`config.mk`:
```
export PLATFORM = sky130hd
export DESIGN_NAME = uart_rx_buffer
export DESIGN_NICKNAME = d
export VERILOG_FILES = /design/src/rtl/uart_rx_buffer.sv
export SDC_FILE = /design/constraint.sdc
export NUM_CORES = 1
export LEC_CHECK = 0
export BUFFER_PORTS_ARGS = -buffer_cell sky130_fd_sc_hd__buf_2
export CAP_MARGIN = 20
export CORE_MARGIN = 5
export CORE_UTILIZATION = 40
export DETAILED_ROUTE_END_ITERATION = 12
export GPL_TIMING_DRIVEN = 0
export PLACE_DENSITY = 0.53
export SYNTH_ARGS = -nofsm -noshare
export SYNTH_HDL_FRONTEND = slang
export SYNTH_SLANG_ARGS = --single-unit
```
`constraint.sdc`:
```
create_clock -name inclk -period 4.4 [get_ports inclk]
set_input_delay 1.1 -clock inclk [delete_from_list [all_inputs] [get_ports inclk]]
set_output_delay 1.1 -clock inclk [all_outputs]
set_load 0.02 [all_outputs]
```
`src/rtl/uart_rx_buffer.sv`:
```
// uart_rx_buffer: UART receive byte buffer with circular FIFO.
// Acks every byte on the four-phase handshake and drops it when the FIFO is full.
// Ports:
//   inclk, rst       clock, async active-high reset
//   rx_data, rx_rdy  byte and request from the UART core
//   rx_ack           four-phase acknowledge back to the UART core
//   rd_en            consumer pop request (ignored when empty)
//   rd_data          popped byte, registered
//   rd_valid         one-cycle pulse when rd_data is updated
//   empty, full      occupancy flags
//   afull            level >= AFULL_LVL
//   level            current occupancy
//   ovf, ovf_clr     sticky drop flag and its clear
// Option UART_RXBUF_STATS_EN adds these outputs:
//   byte_cnt  bytes written, wraps
//   drop_cnt  bytes dropped, saturates
module uart_rx_buffer #(
  parameter int DATA_W     = 8,
  parameter int DEPTH_LOG2 = 4,
  parameter int AFULL_LVL  = 12
) (
  input  logic              inclk,
  input  logic              rst,
  input  logic [DATA_W-1:0] rx_data,
  input  logic              rx_rdy,
  output logic              rx_ack,
  input  logic              rd_en,
  output logic [DATA_W-1:0] rd_data,
  output logic              rd_valid,
  output logic              empty,
  output logic              full,
  output logic              afull,
  output logic [DEPTH_LOG2:0] level,
  output logic              ovf,
`ifdef UART_RXBUF_STATS_EN
  output logic [15:0]       byte_cnt,
  output logic [7:0]        drop_cnt,
`endif
  input  logic              ovf_clr
);

  localparam int DEPTH = 1 << DEPTH_LOG2;
  localparam int PW    = DEPTH_LOG2 + 1;
  localparam logic [PW-1:0] AFULL_V =
    PW'(AFULL_LVL);

  typedef enum logic {
    IDLE = 1'b0,
    HOLD = 1'b1
  } state_t;

  state_t state, state_n;
  logic   ack_n;
  logic   wr_req;
  logic   drop;
  logic   rd_fire;

  logic [PW-1:0] wr_ptr;
  logic [PW-1:0] rd_ptr;

  logic [DATA_W-1:0] mem [DEPTH];

  // Occupancy and flags come straight from
  // the registered pointers.
  assign level = wr_ptr - rd_ptr;
  assign empty = (wr_ptr == rd_ptr);
  assign full  =
    (wr_ptr[PW-1] != rd_ptr[PW-1]) &&
    (wr_ptr[PW-2:0] == rd_ptr[PW-2:0]);
  assign afull = (level >= AFULL_V);

  assign rd_fire = rd_en & ~empty;

  // Capture FSM: state register
  always_ff @(posedge inclk or posedge rst) begin
    if (rst) begin
      state  <= IDLE;
      rx_ack <= 1'b0;
    end else begin
      state  <= state_n;
      rx_ack <= ack_n;
    end
  end

  // Capture FSM: next state. A byte is taken
  // once per rx_rdy episode; full drops it
  // but still acks so the UART never stalls.
  always_comb begin
    state_n = state;
    ack_n   = rx_ack;
    wr_req  = 1'b0;
    drop    = 1'b0;
    unique case (state)
      IDLE: begin
        if (rx_rdy) begin
          ack_n   = 1'b1;
          state_n = HOLD;
          if (full) begin
            drop = 1'b1;
          end else begin
            wr_req = 1'b1;
          end
        end
      end
      HOLD: begin
        if (!rx_rdy) begin
          ack_n   = 1'b0;
          state_n = IDLE;
        end
      end
      default: begin
        state_n = IDLE;
        ack_n   = 1'b0;
      end
    endcase
  end

  // Storage is not reset.
  always_ff @(posedge inclk) begin
    if (wr_req) begin
      mem[wr_ptr[PW-2:0]] <= rx_data;
    end
  end

  always_ff @(posedge inclk or posedge rst) begin
    if (rst) begin
      wr_ptr <= '0;
    end else if (wr_req) begin
      wr_ptr <= wr_ptr + 1'b1;
    end
  end

  always_ff @(posedge inclk or posedge rst) begin
    if (rst) begin
      rd_ptr <= '0;
    end else if (rd_fire) begin
      rd_ptr <= rd_ptr + 1'b1;
    end
  end

  // Registered read port; rd_data holds
  // between pops.
  always_ff @(posedge inclk or posedge rst) begin
    if (rst) begin
      rd_data  <= '0;
      rd_valid <= 1'b0;
    end else begin
      rd_valid <= rd_fire;
      if (rd_fire) begin
        rd_data <= mem[rd_ptr[PW-2:0]];
      end
    end
  end

  // A drop in the same cycle as ovf_clr
  // keeps the flag set.
  always_ff @(posedge inclk or posedge rst) begin
    if (rst) begin
      ovf <= 1'b0;
    end else if (drop) begin
      ovf <= 1'b1;
    end else if (ovf_clr) begin
      ovf <= 1'b0;
    end
  end

`ifdef UART_RXBUF_STATS_EN
  always_ff @(posedge inclk or posedge rst) begin
    if (rst) begin
      byte_cnt <= '0;
    end else if (wr_req) begin
      byte_cnt <= byte_cnt + 16'd1;
    end
  end

  always_ff @(posedge inclk or posedge rst) begin
    if (rst) begin
      drop_cnt <= '0;
    end else if (drop && drop_cnt != 8'hFF) begin
      drop_cnt <= drop_cnt + 8'd1;
    end
  end
`endif

endmodule
```
==> impl_metrics.csv <==
group,metric,value,unit
worst_setup_path,required,3.30,ns
drt,route.detailed.drc,0,
logic_synthesis,synth_edf_count,128,
worst_setup_path,crit_path_end_kind,"output port",
global_route,antenna_found_initial,0,
global_route,grt.overflow.total,0,
timing,drv_slew,0,
floorplanning,rows,45,
clock_tree,clockBufferDepth,2,
finish,fin_nets,429,
timing,relSlewSlack,34.6,%
timing,finalCritPeriodShare,81.7,%
worst_setup_path,slowest_delay,0.42,ns
drt,drtIter0Drc,165,
power,fin_total_pwr,4.95,mW
drt,firstDrtPassIters,4,
logic_synthesis,synth_area,6080,sq um
logic_synthesis,synth_top_area_share,63.2,%
finish,final_area,7110,sq um
clock_tree,root_buffer,"clkbuf_16",
clock_tree,cts_setup_buffers,0,
finish,antenna_cells,0,
worst_setup_path,slowest_stage,"dfrtp_1",
worst_setup_path,cp_num_buf_inv,3,
floorplanning,initial_core_util,40.5,%
logic_synthesis,ys_warn_count,0,
floorplanning,die_h,133,um
logic_synthesis,synth_nets,375,
logic_synthesis,ys_ff_latch,150,
place,dp.cells,575,
place,port-buffer-count,31,
logic_synthesis,synthFlopType,"edfxtp_1",
logic_synthesis,synth_commonest_cells,"edfxtp_1, nor2_1, mux2i_1, dfrtp_1",
worst_setup_path,critPathTopFamily,"adder cells",
timing,hold_violations,0,
place,postPlaceCellArea,6490,sq um
logic_synthesis,yosys-top-cells-area,"edfxtp_1, dfrtp_1, mux4_2",
logic_synthesis,synth_most_common_cell,"edfxtp_1",
clock_tree,cts_max_level,4,
power,ir_drop,0.431,mV
drt,drtAntennaViolNets,0,
timing,min_period,3.60,ns
global_route,grt_start_max_net_pins,23,
clock_tree,cts_buffers,17,
timing,tns,0,ns
floorplanning,core-area,15000,sq um
power,powerDensity,696,nW/um^2
worst_setup_path,r2r_setup_slack,0.99,ns
clock_tree,postCtsResizedCells,0,
global_route,grt_pass1_vias,3230,
timing,skew,0.00837,ns
run,drv_cap,0,
clock_tree,cts-hold-fix-buffers,0,
place,gp_congestion,0.779,
clock_tree,clock_latency,0.42,ns
drt,wl_per_cell,21.3,um
logic_synthesis,ys_async_sr_fraction,14.7,%
global_route,track_usage,15.3,%
worst_setup_path,path_class,"reg2out",
place,place.detailed.hpwl,8620,um
logic_synthesis,seq_area_frac_synth,72.2,%
logic_synthesis,yosysUniqueCellTypes,39,
logic_synthesis,synth_area_leader_cell,"edfxtp_1",
worst_setup_path,path_cells,"inv_1 -> ha_1 -> inv_1 -> fa_1 -> a21o_1 -> a21oi_1 -> xnor2_1 -> o31ai_1 -> buf_2",
timing,fmax,278,MHz
worst_setup_path,start_kind,"register",
finish,fin_cells,607,
clock_tree,clkTransAtPathRegs,0.06,ns
global_route,grt_pass1_wl,19600,um
finish,fin_util,47.3,%
floorplanning,ios,32,
outcome,status,"complete, no violations",
drt,vias,3188,
floorplanning,fp.dieW,133,um
timing,rsz0062_at_grt,"false",
worst_setup_path,crit_top_cell,"inv_1",
clock_tree,cts_tree,"yes",
worst_setup_path,crit_arrival,2.50,ns
drt,via_per_inst,5.25,
floorplanning,die_area,17800,sq um
logic_synthesis,syn_inst,352,
clock_tree,cts_sinks,150,
timing,tightest_slew,0.974,ns
finish,drive_above_1_share,23.2,%
finish,area_delta_synth_final,16.9,%
logic_synthesis,avgSynthCellArea,17.3,sq um
timing,setup_violations,0,
power,p_leak,2.52,nW
worst_setup_path,crit_fanout,4,
drt,routed_wl,12900,um
hold_path,hp-class,"reg2reg",
[layout make-up]
| class | instances | area [sq um] |
|---|---|---|
| multi-input combinational | 174 | 1500 |
| buffer | 15 | 138 |
| inverter | 13 | 48.8 |
| timing repair buffer | 35 | 178 |
| fill | 1281 | 7930 |
| clock buffer | 18 | 429 |
| tap | 188 | 235 |
| clock inverter | 14 | 184 |
| sequential | 150 | 4390 |
[flip-flops by register name (all words and copies together), names as in the netlist]
signal / flops
mem: 128
rd_data: 8
rx_ack: 1
ovf: 1
rd_ptr: 5
state: 1
rd_valid: 1
wr_ptr: 5
[power breakdown]
part           leakage (nW)  internal, mW  switching, mW  total, mW
clock network         0.283         0.942          0.541       1.48
logic                 0.827         0.670           1.00       1.67
registers              1.41          1.70         0.0944       1.79
[final timing paths]
path | from | to | cells after the start
worst max-delay path | wr_ptr[0] | afull | 9
worst min-delay path | state | rx_ack | 1
worst max register to register | rd_ptr[1] | mem[1][7] | 9
worst min register to register | state | rx_ack | 1
max in group asynchronous | rst | wr_ptr[2] | 2
min in group asynchronous | rst | rd_data[7] | 2
[cell families (layout without fill, tap and decap cells)]
logic type                 after synthesis  in the layout  synth area share [%]
adders and majority gates               10             10                  2.18
muxes                                   48             48                  11.3
and+or+nand+nor                         61             61                  4.71
DFF                                    150            150                  72.2
AOI/OAI and AO/OA                       43             43                  4.81
buffers and inverters                   28             95                  3.07
xor gates and xnor gates                12             12                  1.73
[through the flow]
step | hold slack (ns) | setup slack [ns]
global placement | 0.449 | 0.875
global route | 0.510 | 0.586
finish | 0.462 | 0.803
floorplan | 0.426 | 1.32
CTS | 0.465 | 0.763
detailed placement | 0.455 | 0.989
[routing by layer]
layer	GRT usage (%)	share of wire, %	up-vias
li1	-	-	1475
met1	21.1	46	1608
met2	23.6	47	89
met3	4.04	5.7	16
met4	5.20	1.5	0
met5	0	0	-
[cells in the final DEF, fill, tap and decap left out, drive strengths merged, types with 2 or more instances in the layout]
cell type / synthesis / routed
a21oi: 2 / 2
clkbuf: 3 / 21
nor3: 4 / 4
mux2i: 32 / 32
bufinv: 0 / 4
a21boi: 2 / 2
dfrtp: 22 / 22
a31oi: 8 / 8
ha: 9 / 9
a22oi: 8 / 8
o22ai: 16 / 16
xnor2: 10 / 10
mux4: 16 / 16
nand4: 5 / 5
buf: 12 / 47
o21ai: 4 / 4
nand2b: 3 / 3
inv: 13 / 13
clkinv: 0 / 5
nand3b: 2 / 2
xor2: 2 / 2
nor2: 33 / 33
edfxtp: 128 / 128
clkinvlp: 0 / 5
nand2: 9 / 9
Note: power is estimated with default switching activity, not from simulation.
